File: src/rtl/cpu_ctrl_pkg.sv
// cpu_ctrl_pkg
// Shared definitions for the trainer CPU run/load controller:
//   - state_e     : controller state encoding (also driven out on state_o)
//   - DEF_*       : default parameter values
//   - cnt_w()     : width of a counter able to hold 0..depth inclusive
package cpu_ctrl_pkg;

  typedef enum logic [1:0] {
    ST_IDLE = 2'd0,
    ST_LOAD = 2'd1,
    ST_RUN  = 2'd2,
    ST_HALT = 2'd3
  } state_e;

  localparam int DEF_PRESCALE_W = 26;
  localparam int DEF_PROG_DEPTH = 16;
  localparam int DEF_DATA_W     = 8;

  // load_count must represent the full value PROG_DEPTH, hence the +1.
  function automatic int cnt_w(input int depth);
    return $clog2(depth) + 1;
  endfunction

endpackage

File: src/rtl/tick_prescaler.sv
// tick_prescaler
// Free-running PRESCALE_W-bit counter used to pace CPU ticks in RUN.
// Ports:
//   clk, rst : clock, synchronous active-high reset
//   clr      : force the count to zero (dominates en)
//   en       : advance the count by one this cycle
//   tc_o     : combinational terminal-count flag; high in the cycle the
//              counter sits at all-ones while enabled (it wraps to 0 next)
module tick_prescaler #(
  parameter int PRESCALE_W = 26
) (
  input  logic clk,
  input  logic rst,
  input  logic clr,
  input  logic en,
  output logic tc_o
);

  logic [PRESCALE_W-1:0] cnt_q, cnt_d;

  always_comb begin
    cnt_d = cnt_q;
    if (clr) begin
      cnt_d = '0;
    end else if (en) begin
      cnt_d = cnt_q + 1'b1;  // natural wrap from all-ones to zero
    end
  end

  assign tc_o = en && !clr && (cnt_q == '1);

  always_ff @(posedge clk) begin
    if (rst) begin
      cnt_q <= '0;
    end else begin
      cnt_q <= cnt_d;
    end
  end

endmodule

File: src/rtl/cpu_run_ctrl.sv
// cpu_run_ctrl
// Run/load controller for the trainer CPU. Streams a program into the CPU
// instruction memory over a byte handshake (CPU held in reset meanwhile),
// then drives the CPU with a one-cycle clock enable produced either by the
// prescaler (RUN) or by step pulses (HALT). All outputs are registered.
// Ports:
//   clk, rst          : clock, synchronous active-high reset
//   load_req          : level, request/continue a program load
//   byte_valid/_data  : offered program byte
//   byte_ready        : byte accepted this cycle when byte_valid is high
//   go, halt, step    : execution control pulses
//   cpu_rst           : CPU reset (high in IDLE and LOAD)
//   cpu_instr_we      : one-cycle instruction-memory write strobe
//   cpu_data          : instruction byte accompanying the strobe
//   cpu_tick          : one-cycle CPU clock enable
//   load_count        : bytes loaded since the last load start
//   state_o           : IDLE=0, LOAD=1, RUN=2, HALT=3
//   busy              : state_o != IDLE
module cpu_run_ctrl
  import cpu_ctrl_pkg::*;
#(
  parameter int PRESCALE_W = DEF_PRESCALE_W,
  parameter int PROG_DEPTH = DEF_PROG_DEPTH,
  parameter int DATA_W     = DEF_DATA_W
) (
  input  logic                             clk,
  input  logic                             rst,
  input  logic                             load_req,
  input  logic                             byte_valid,
  input  logic [DATA_W-1:0]                byte_data,
  output logic                             byte_ready,
  input  logic                             go,
  input  logic                             halt,
  input  logic                             step,
  output logic                             cpu_rst,
  output logic                             cpu_instr_we,
  output logic [DATA_W-1:0]                cpu_data,
  output logic                             cpu_tick,
  output logic [cnt_w(PROG_DEPTH)-1:0]     load_count,
  output logic [1:0]                       state_o,
  output logic                             busy
);

  localparam int LC_W = cnt_w(PROG_DEPTH);
  localparam logic [LC_W-1:0] DEPTH_C = LC_W'(PROG_DEPTH);

  state_e            state_q, state_d;
  logic [LC_W-1:0]   load_count_q, load_count_d;
  logic              byte_ready_q, byte_ready_d;
  logic              cpu_rst_q, cpu_rst_d;
  logic              cpu_instr_we_q, cpu_instr_we_d;
  logic [DATA_W-1:0] cpu_data_q, cpu_data_d;
  logic              cpu_tick_q, cpu_tick_d;
  logic              busy_q, busy_d;

  logic transfer;
  logic clr_count;
  logic step_tick;
  logic presc_en;
  logic presc_tc;

  // The prescaler only counts while RUN persists; leaving RUN (or never
  // being in it) clears it, so every RUN entry restarts from zero and a
  // halt coinciding with terminal count produces no stray tick.
  tick_prescaler #(
    .PRESCALE_W(PRESCALE_W)
  ) u_presc (
    .clk  (clk),
    .rst  (rst),
    .clr  (!presc_en),
    .en   (presc_en),
    .tc_o (presc_tc)
  );

  always_comb begin
    state_d   = state_q;
    clr_count = 1'b0;
    transfer  = (state_q == ST_LOAD) && byte_valid && byte_ready_q;

    unique case (state_q)
      ST_IDLE: begin
        if (load_req) begin
          state_d   = ST_LOAD;
          clr_count = 1'b1;
        end else if (go && (load_count_q != '0)) begin
          state_d = ST_RUN;
        end
      end
      ST_LOAD: begin
        // A transfer in the exit cycle still completes; see cpu_instr_we_d.
        if (!load_req) state_d = ST_IDLE;
      end
      ST_RUN: begin
        if (halt) state_d = ST_HALT;
      end
      ST_HALT: begin
        if (load_req) begin
          state_d   = ST_LOAD;
          clr_count = 1'b1;
        end else if (go) begin
          state_d = ST_RUN;
        end
      end
      default: state_d = ST_IDLE;
    endcase

    load_count_d = load_count_q;
    if (clr_count) begin
      load_count_d = '0;
    end else if (transfer) begin
      load_count_d = load_count_q + 1'b1;
    end

    // Ready is registered, so it is computed from the next-cycle count.
    byte_ready_d   = (state_d == ST_LOAD) && (load_count_d < DEPTH_C);
    cpu_instr_we_d = transfer;
    cpu_data_d     = transfer ? byte_data : cpu_data_q;
    cpu_rst_d      = (state_d == ST_IDLE) || (state_d == ST_LOAD);
    busy_d         = (state_d != ST_IDLE);

    presc_en   = (state_q == ST_RUN) && (state_d == ST_RUN);
    // Steps only count while HALT is retained; go/load_req take priority.
    step_tick  = (state_q == ST_HALT) && (state_d == ST_HALT) && step;
    cpu_tick_d = presc_tc || step_tick;
  end

  always_ff @(posedge clk) begin
    if (rst) begin
      state_q        <= ST_IDLE;
      load_count_q   <= '0;
      byte_ready_q   <= 1'b0;
      cpu_rst_q      <= 1'b1;
      cpu_instr_we_q <= 1'b0;
      cpu_data_q     <= '0;
      cpu_tick_q     <= 1'b0;
      busy_q         <= 1'b0;
    end else begin
      state_q        <= state_d;
      load_count_q   <= load_count_d;
      byte_ready_q   <= byte_ready_d;
      cpu_rst_q      <= cpu_rst_d;
      cpu_instr_we_q <= cpu_instr_we_d;
      cpu_data_q     <= cpu_data_d;
      cpu_tick_q     <= cpu_tick_d;
      busy_q         <= busy_d;
    end
  end

  assign state_o      = state_q;
  assign load_count   = load_count_q;
  assign byte_ready   = byte_ready_q;
  assign cpu_rst      = cpu_rst_q;
  assign cpu_instr_we = cpu_instr_we_q;
  assign cpu_data     = cpu_data_q;
  assign cpu_tick     = cpu_tick_q;
  assign busy         = busy_q;

endmodule

File: config.mk
export PLATFORM = sky130hd
export DESIGN_NAME = cpu_run_ctrl
export DESIGN_NICKNAME = d
export VERILOG_FILES = /design/src/rtl/cpu_ctrl_pkg.sv /design/src/rtl/tick_prescaler.sv /design/src/rtl/cpu_run_ctrl.sv
export SDC_FILE = /design/constraint.sdc
export NUM_CORES = 1
export LEC_CHECK = 0
export ABC_CLOCK_PERIOD_IN_PS = 4059
export CORE_MARGIN = 2
export CORE_UTILIZATION = 52
export CTS_BUF_LIST = sky130_fd_sc_hd__clkbuf_16
export DETAILED_ROUTE_END_ITERATION = 8
export PLACE_DENSITY = 0.9
export SYNTH_ARGS = -nofsm -noshare
export SYNTH_HDL_FRONTEND = slang
export SYNTH_HIERARCHICAL = 1
export SYNTH_SLANG_ARGS = --single-unit
File: constraint.sdc
create_clock -name clk -period 4.06 [get_ports clk]
set_clock_uncertainty 0.15 [all_clocks]
set_input_delay 0.609 -clock clk [delete_from_list [all_inputs] [get_ports clk]]
set_output_delay 0.609 -clock clk [all_outputs]
set_load 0.1 [all_outputs]
==> results.ini, run 1 <==
[status]
status = finished, final reports clean

[die]
die_h_microns = 68.0
core_sq_um = 3970
start_util = 0.536
num_rows = 23
die_area_sq_um = 4620
die_width_microns = 68.0
pin_count = 35

[detailed_routing]
wl_per_cell_microns = 13.4
drc = 0
routed_wl_microns = 4420
num_vias = 1847
drtAntennaViolNets = 0
initialDrtViolationCount = 99
drtPass1Iterations = 4
vias_per_cell = 5.61

[synth]
ys_seq_area_frac = 0.433
synth_top_cell_by_area = dfxtp_1
synth_ff_type = dfxtp_1
syn_nets = 268
syn-instance-count = 246
synth-edff-count = 0
synthesis.area_sq_um = 2130
synth_area_per_cell_sq_um = 8.65
yosysMostFrequentCell = dfxtp_1
synth_top_area_frac = 0.433
ys_types = 44
synth-seq-cells = 46
synth_common_cells = dfxtp_1 (46), nand2_1 (32), a21oi_1 (25)
ys_warn_count = 6
synthArstFlopShare = 0
netlist_top_cells_area = dfxtp_1 (43%), a21oi_1 (5.9%), nand2_1 (5.6%)

[timing]
fin_tns_setup_ps = 0
maxSlewViolCount = 0
worst_slack_ps = 585
setup_violations = 0
slew_headroom = 0.345
layout_min_cycle_time_ps = 3480
max_slew.worst_pin.slew_ps = 980
rsz0062_at_grt = no
hold_viol_final = 0
finalCritPeriodShare = 0.856
max_freq_mhz = 288

[clock_tree]
holdBufCountCts = 0
cts_made_buffers = 5
cts_tree = built
htreeDepth = 2
clock-sinks = 46
cts-root-buf = clkbuf_16
clkLatencyLatePin_ps = 290
cts.repair.resized = 0
post_cts_buffers = 0
clockBufferDepth = 2
path_clk_slew_ps = 60

[final_layout]
layout-drive-gt1-share = 0.0681
design_area_sq_um = 2620
antennaDiodeCount = 0
fin_nets = 300
fill_cells = 319
area_growth_pct = 23.3

[worst_setup_path]
critPathLaunchType = primary input
cp-end-kind = flop
cp.arrival_ps = 3520
critPathKind = primary input to flop
worstPathRequired_ps = 4110
crit_fanout = 14

[global_route]
overflow = 0
grt_max_degree = 26
antenna_found_initial = 0
grt_usage = 0.212
grt_pass1_vias = 1716
grt_pass1_wl_microns = 7310

[run]
drv_cap = 0

[placed_design]
io_buffers = 34
gp_congestion = 0.791
hpwl_microns = 3160
placed_cell_area_sq_um = 2490
place_ws_ps = 311

[pwr]
worst_ir_drop_vdd_v = 0.000376
power_leakage_uw = 0.000846
power.density_nw_per_um2 = 524

[min_path]
min_path_type = flop to flop

layout by cell type, fill, tap and decap left out, types with 2 or more instances in the layout:
cell type and instances:
nand2b_1 4, nand2_1 32, xnor2_1 8, nand3_1 7, nor2b_1 2, ha_1 7, inv_1 13, o21ai_0 11
xor2_1 5, o31ai_1 4, nor2_1 17, clkbuf_16 5, or3_1 10, clkdlybuf4s50_1 34, and4_1 2, nor4_1 3
or4_1 5, a21oi_1 25, and3_1 3, nand4_1 8, nor3_1 4, dfxtp_1 45, buf_4 2
worst max-delay path: stages:
cell and delay, ps:
clkdlybuf4s50_1 500, inv_1 70, o311a_1 370, a31oi_2 260
and3_1 230, nand4_2 100, or4_4 650, nor4_1 330
and4b_1 240, inv_1 50, o32ai_2 110
flip-flops by register name (all words and copies together), names as in the netlist:
signal / cells
busy: 1
byte_ready: 1
cpu_data: 8
cpu_instr_we: 1
cpu_rst: 1
cpu_tick: 1
load_count: 5
state_o: 2
u_presc/cnt_q: 26
metal layers:
metal  GRT usage  wire (microns)  share of wire  up-vias
met2       0.385            2190           0.50       54
met3      0.0461             237          0.054        7
met1       0.228            1900           0.43      850
li1            -               -              -      936
met4       0.110              92          0.021        0
met5           0               0              0        -
cells by family (layout without fill, tap and decap cells):
family,count (synthesis),after routing,share of synthesized area
and+or+nand+nor,103,103,0.260
AOI/OAI and AO/OA,53,53,0.158
buffers and inverters,23,56,0.0500
muxes,1,1,0.00470
xor gates and xnor gates,13,13,0.0535
adders and majority gates,7,7,0.0412
DFF,46,46,0.433
through the flow:
stage / total power, uW / util / hold WS (ps) / std cells
finish: 1380 / 0.661 / 306 / 329
global route: 1440 / 0.661 / 329 / 329
CTS: 1390 / 0.661 / 308 / 329
detailed placement: 1000 / 0.626 / 300 / 321
global placement: 991 / 0.626 / 293 / 321
floorplan: 889 / - / 304 / 246
path summary, 6_finish.rpt:
kind / end / start / slack, ps / cells after the start
hold / removal: cpu_data[3]$_SDFFE_PP0P_ / cpu_data[3]$_SDFFE_PP0P_ / 310 / 2
setup / recovery: cpu_tick$_SDFF_PP0_ / go / 580 / 11
hold reg to reg: cpu_data[3]$_SDFFE_PP0P_ / cpu_data[3]$_SDFFE_PP0P_ / 310 / 2
setup reg to reg: cpu_tick$_SDFF_PP0_ / state_o[0]$_SDFF_PP0_ / 640 / 12
layout make-up:
class                           count  area, sq um  share of cell area
Inverter                           12         45.0              0.0172
Clock buffer                        5          125              0.0477
Multi-Input combinational cell    177         1100               0.420
Sequential cell                    46          922               0.351
Clock inverter                      3         12.5             0.00477
Timing Repair Buffer               36          355               0.135
Tap cell                           50         62.6              0.0238
power by group:
group	switching, uW	internal [uW]
logic	347	144
clock network	158	222
registers	24.9	480
Power figures use the tool's default switching activity.
==> inputs of run 2 (changes only) <==
--- a/config.mk
+++ b/config.mk
@@ -5,12 +5,12 @@
 export SDC_FILE = /design/constraint.sdc
 export NUM_CORES = 1
 export LEC_CHECK = 0
-export ABC_CLOCK_PERIOD_IN_PS = 4059
+export ABC_CLOCK_PERIOD_IN_PS = 2800
 export CORE_MARGIN = 2
-export CORE_UTILIZATION = 52
+export CORE_UTILIZATION = 47
 export CTS_BUF_LIST = sky130_fd_sc_hd__clkbuf_16
 export DETAILED_ROUTE_END_ITERATION = 8
-export PLACE_DENSITY = 0.9
+export PLACE_DENSITY = 0.87
 export SYNTH_ARGS = -nofsm -noshare
 export SYNTH_HDL_FRONTEND = slang
 export SYNTH_HIERARCHICAL = 1
==> constraint.sdc (replaced) <==
create_clock -name clk -period 2.8 [get_ports clk]
set_clock_uncertainty 0.15 [all_clocks]
set_input_delay 0.42 -clock clk [delete_from_list [all_inputs] [get_ports clk]]
set_output_delay 0.42 -clock clk [all_outputs]
set_load 0.1 [all_outputs]
==> results.ini, run 2 (same netlist as run 1, synthesis figures left out) <==
[placed_design]
gp_congestion = 0.766  ; -3.1%
dp_cells = 339  ; +5.6%
hpwl_microns = 3300  ; +4.5%
place_ws_ps = -455  ; -765 ps
io_buffers = 34  ; unchanged

[worst_setup_path]
slowest_stage = or4_4
path_delay_family = simple AND/OR/NAND/NOR gates
cp.depth = 11  ; unchanged
critPathKind = flop to flop
critPathBufInv = 2  ; -1
max_stage_delay_ps = 490  ; -160 ps
worstPathRequired_ps = 2870  ; -1240 ps
cp-end-kind = flop
cp.arrival_ps = 2940  ; -580 ps
cp_cell_sequence = inv_4, ha_4, nor4b_4, o311a_1, a31oi_2, and3_4, nand4_4, or4_4, buf_6, or3_4, a21oi_2
r2r_cells = 11  ; -1
crit_fanout = 7  ; -7
critPathLaunchType = flop

[clock_tree]
cts-root-buf = clkbuf_16
clkLatencyLatePin_ps = 290  ; about the same
htreeDepth = 2  ; unchanged
clock-sinks = 46  ; unchanged
holdBufCountCts = 0  ; unchanged
path_clk_slew_ps = 60  ; about the same
cts_tree = built
clockBufferDepth = 2  ; unchanged
cts_made_buffers = 5  ; unchanged

[detailed_routing]
vias_per_cell = 5.55  ; -1.1%
initialDrtViolationCount = 64  ; -35%
routed_wl_microns = 4880  ; +10%
drc = 0  ; unchanged
drtAntennaViolNets = 0  ; unchanged
num_vias = 1965  ; +6.4%
wl_per_cell_microns = 13.8  ; +2.5%
drtPass1Iterations = 4  ; unchanged

[pwr]
p_sw_frac = 0.367  ; -0.0186
switching_power_uw = 802  ; +51%
intPower_uw = 1390  ; +64%
finalPower_uw = 2190  ; +59%
worst_ir_drop_vdd_v = 0.000462  ; +23%
seqPwrFrac = 0.334  ; -0.033
comb_power_share = 0.387  ; +0.030
clkPwrFrac = 0.279  ; +0.003
power_leakage_uw = 0.00103  ; +22%
power.density_nw_per_um2 = 762  ; +45%

[timing]
max_freq_mhz = 348
hold_viol_final = 0  ; unchanged
layout_min_cycle_time_ps = 2870
rsz0062_at_grt = yes
setup_violations = 9  ; +9
max_slew.worst_pin.slew_ps = 559  ; -421 ps
maxSlewViolCount = 0  ; unchanged
finalCritPeriodShare = 1.03
worst_slack_ps = -72.4  ; -657 ps
slew_headroom = 0.628  ; +0.283
hold_slack_ps = 305  ; -0.0780 ps

[final_layout]
fill_cells = 349  ; +9.4%
regMostFlops = u_presc/cnt_q
final_common_cell = buf_4
layout-drive-gt1-share = 0.278  ; +0.210
largest_reg_flops = 26  ; unchanged
fin_nets = 324  ; +8.0%
area_growth_pct = 34.9
stdcell_count = 354  ; +7.6%
antennaDiodeCount = 0  ; unchanged
final_core_util = 0.659  ; -0.00149
layout_common_cells = buf_4 (43), dfxtp_1 (39), nand2_1 (32)

[global_route]
overflow = 0  ; unchanged
grt_usage = 0.195  ; -0.0163
antenna_found_initial = 0  ; unchanged
grt_pass1_vias = 1850  ; +7.8%
grtUsageMet2 = 0.331  ; -0.0534
grt_max_degree = 26  ; unchanged
busiest_layer = met2
grtUsageMet3 = 0.0534  ; +0.00739
grt_pass1_wl_microns = 7950  ; +8.7%
grt_use_met1 = 0.232  ; +0.00351

[status]
violations = negative setup slack
status = finished, violations left

[die]
pin_count = 35  ; unchanged
die_width_microns = 71.3  ; +4.9%
start_util = 0.489  ; -0.0471
core_sq_um = 4350  ; +9.6%
die_area_sq_um = 5080  ; +10%
num_rows = 24  ; +4.3%
die_h_microns = 71.3  ; +4.9%

[min_path]
hold_depth = 2  ; unchanged
min_path_type = flop to flop

[run]
drv_cap = 0  ; unchanged

==> run 2: changes by cell type in the layout (fill, tap and decap cells not counted), sizes merged <==
cell | before | now
buf | 2 | 45
clkbuf | 5 | 6
clkdlybuf4s50 | 34 | 12
clkinv | 2 | 1
dlygate4sd2 | 0 | 1
dlymetal6s2s | 0 | 1
inv | 13 | 12
or4 | 6 | 7
==> run 2: what timing repair did <==
action / 4_1_cts / 5_1_grt
gates resized for setup: 4 / 13
endpoints found under the setup margin: 13 / 14
pin swaps: 2 / 9
buffers inserted: 2 / 4
gates cloned: 1 / 1
==> run 2: power by group through the flow <==
| stage | clock network, uW | registers [uW] | logic (uW) |
|---|---|---|---|
| 2_1_floorplan | 0 | 1040 | 261 |
| 3_3_place_gp | 0 | 745 | 795 |
| 3_5_place_dp | 0 | 746 | 811 |
| 4_1_cts | 616 | 732 | 839 |
| 5_1_grt | 647 | 738 | 896 |
| 6_report | 610 | 731 | 846 |
==> run 2: through the flow <==
stage,area (sq um),TNS (ps)
4_1_cts,2790,-73.4
3_5_place_dp,2600,-5410
2_1_floorplan,2190,-5340
6_report,2870,-296
5_1_grt,2870,-1540
3_3_place_gp,2600,-4360
==> run 2: final timing paths <==
kind,end,slack (ps),from
setup reg to reg,u_presc/cnt_q[18]$_SDFFE_PP0P_,-70,load_count[0]$_SDFFE_PP0P_
hold reg to reg,cpu_data[6]$_SDFFE_PP0P_,310,cpu_data[6]$_SDFFE_PP0P_
hold / removal,cpu_data[6]$_SDFFE_PP0P_,310,cpu_data[6]$_SDFFE_PP0P_
setup / recovery,u_presc/cnt_q[18]$_SDFFE_PP0P_,-70,load_count[0]$_SDFFE_PP0P_
==> run 2: routing by layer <==
| layer | vias to the layer above | wire (microns) |
|---|---|---|
| li1 | 986 | - |
| met1 | 916 | 2140 |
| met2 | 52 | 2370 |
| met3 | 11 | 268 |
| met4 | 0 | 102 |
| met5 | - | 0 |
==> run 2: area by class of cell <==
cell class | instances | area [sq um] | area share
inverter | 12 | 47.5 | 0.0166
clock buffer | 6 | 150 | 0.0523
multi-input combinational | 178 | 1180 | 0.412
sequential | 46 | 940 | 0.327
clock inverter | 1 | 3.75 | 0.00131
tap | 52 | 65.1 | 0.0227
timing repair buffer | 59 | 480 | 0.167
==> run 2: worst register-to-register path: cells and delay by family, from the launching register on <==
family                     cells  cell delay [ps]
and+or+nand+nor                5             1320
adders and majority gates      1              140
DFF                            1              350
AOI/OAI and AO/OA              3              650
buffers and inverters          2              200
==> inputs of run 3 (changes only) <==
--- a/config.mk
+++ b/config.mk
@@ -10,7 +10,7 @@
 export CORE_UTILIZATION = 47
 export CTS_BUF_LIST = sky130_fd_sc_hd__clkbuf_16
 export DETAILED_ROUTE_END_ITERATION = 8
-export PLACE_DENSITY = 0.87
+export PLACE_DENSITY = 0.75
 export SYNTH_ARGS = -nofsm -noshare
 export SYNTH_HDL_FRONTEND = slang
 export SYNTH_HIERARCHICAL = 1
==> results.ini, run 3 (same netlist as run 1, synthesis figures left out) <==
[final_layout]
layout_common_cells = buf_4 (42), dfxtp_1 (39), nand2_1 (32)
area_growth_pct = 34.6
final_common_cell = buf_4
final_core_util = 0.658  ; -0.00115
layout-drive-gt1-share = 0.275  ; -0.00331
largest_reg_flops = 26  ; unchanged
regMostFlops = u_presc/cnt_q
antennaDiodeCount = 0  ; unchanged
design_area_sq_um = 2870  ; -0.17%
fin_nets = 323  ; -0.31%

[timing]
setup_violations = 7  ; -2
hold_viol_final = 0  ; unchanged
slew_headroom = 0.654  ; +0.0265
worst_slack_ps = -68.2  ; +4.22 ps
max_freq_mhz = 349  ; +0.15%
finalCritPeriodShare = 1.02  ; -0.00151
layout_min_cycle_time_ps = 2870  ; -4.22 ps
fin_tns_setup_ps = -239  ; +57.5 ps
max_slew.worst_pin.slew_ps = 519  ; -39.7 ps
maxSlewViolCount = 0  ; unchanged
rsz0062_at_grt = yes

[detailed_routing]
vias_per_cell = 5.42  ; -2.3%
drc = 0  ; unchanged
drtAntennaViolNets = 0  ; unchanged
num_vias = 1919  ; -2.3%
wl_per_cell_microns = 13.6  ; -1.1%
routed_wl_microns = 4820  ; -1.1%
initialDrtViolationCount = 55  ; -14%
drtPass1Iterations = 4  ; unchanged

[placed_design]
hpwl_microns = 3230  ; -2.0%
io_buffers = 34  ; unchanged
gp_congestion = 0.803  ; +4.9%
placed_cell_area_sq_um = 2600  ; unchanged
place_ws_ps = -419  ; +36.0 ps

[worst_setup_path]
reg2reg_slack_ps = -70  ; about the same
critPathKind = flop to flop
cp-end-kind = flop
critPathLaunchType = flop
path_delay_family = simple AND/OR/NAND/NOR gates
worstPathRequired_ps = 2870  ; about the same
cp_cell_sequence = inv_4, ha_4, nor4b_4, o311a_1, a31oi_2, and3_4, nand4_4, or4_4, or4_1, a21oi_1
critPathBufInv = 1  ; -1
slowest_stage = or4_4
crit_fanout = 7  ; unchanged
cp.arrival_ps = 2940  ; about the same
max_stage_delay_ps = 600  ; +110 ps

[run]
drv_cap = 0  ; unchanged

[clock_tree]
cts_made_buffers = 5  ; unchanged
clock-sinks = 46  ; unchanged
path_clk_slew_ps = 60  ; about the same
cts_tree = built
htreeDepth = 2  ; unchanged
clockBufferDepth = 2  ; unchanged
clkLatencyLatePin_ps = 290  ; about the same
cts-root-buf = clkbuf_16

[die]
die_area_sq_um = 5080  ; unchanged
die_h_microns = 71.3  ; unchanged
num_rows = 24  ; unchanged
start_util = 0.489  ; unchanged
pin_count = 35  ; unchanged
die_width_microns = 71.3  ; unchanged
core_sq_um = 4350  ; unchanged

[global_route]
overflow = 0  ; unchanged
grt_pass1_wl_microns = 7790  ; -2.0%
grt_max_degree = 26  ; unchanged
antenna_found_initial = 0  ; unchanged
grt_usage = 0.192  ; -0.00350
grt_pass1_vias = 1688  ; -8.8%

[status]
violations = negative setup slack
status = finished, violations left

[min_path]
min_path_type = flop to flop

[pwr]
power.density_nw_per_um2 = 755  ; -0.92%
finalPower_uw = 2160  ; -1.1%
worst_ir_drop_vdd_v = 0.000391  ; -15%
power_leakage_uw = 0.00103  ; -0.29%

[run 3: cell types whose count changed in the layout (fill, tap and decap cells not counted), moves of 2 or more]
cell / before / now
a21oi_1: 21 / 23
a21oi_2: 5 / 3
o21ai_0: 9 / 7
o21ai_1: 3 / 5
[run 3: report_power, final]
group / leakage (uW) / switching [uW] / internal, uW
Combinational: 0.000578 / 554 / 318
Sequential: 0.000376 / 27.9 / 704
Clock: 0.0000724 / 237 / 323
Total: 0.00103 / 819 / 1340
[run 3: path summary, 6_finish.rpt]
path | from | to | cells after the start
min | cpu_data[6]$_SDFFE_PP0P_ | cpu_data[6]$_SDFFE_PP0P_ | 2
max | load_count[1]$_SDFFE_PP0P_ | u_presc/cnt_q[21]$_SDFFE_PP0P_ | 10
min reg2reg | cpu_data[6]$_SDFFE_PP0P_ | cpu_data[6]$_SDFFE_PP0P_ | 2
max reg2reg | load_count[1]$_SDFFE_PP0P_ | u_presc/cnt_q[21]$_SDFFE_PP0P_ | 10
[run 3: layout make-up]
class / count / area (sq um)
fillers: 365 / 1490
multi-input cells: 178 / 1190
flip-flops and latches: 46 / 940
repair buffers: 58 / 480
clock buffers: 5 / 125
well taps: 52 / 65.1
inverters: 12 / 47.5
clock inverters: 3 / 12.5
[run 3: worst register-to-register path, stage by stage, from the launching register on]
cell,delay (ps)
dfxtp_4,360
inv_4,40
ha_4,140
nor4b_4,130
o311a_1,360
a31oi_2,170
and3_4,220
nand4_4,90
or4_4,600
or4_1,410
a21oi_1,130
[run 3: per-layer routing]
metal  GRT usage  up-vias  wire [microns]
met5           0        -               0
met4      0.0713        0              80
met3      0.0450        8             249
met2       0.302       43            2270
met1       0.258      891            2220
li1            -      977               -
[run 3: metrics by stage]
stage / hold slack (ps) / instances
floorplan: 308 / 246
global placement: 294 / 339
detailed placement: 298 / 339
CTS: 306 / 349
global route: 317 / 354
finish: 304 / 354
[run 3: repair_timing]
| action | CTS | global route |
|---|---|---|
| hold buffers | 0 | 0 |
| gates cloned | 0 | 1 |
| resized for setup | 3 | 22 |
| pin swaps | 1 | 6 |
| endpoints found under the hold margin | 0 | 0 |
| setup endpoints to repair | 13 | 13 |
| setup buffers | 2 | 4 |
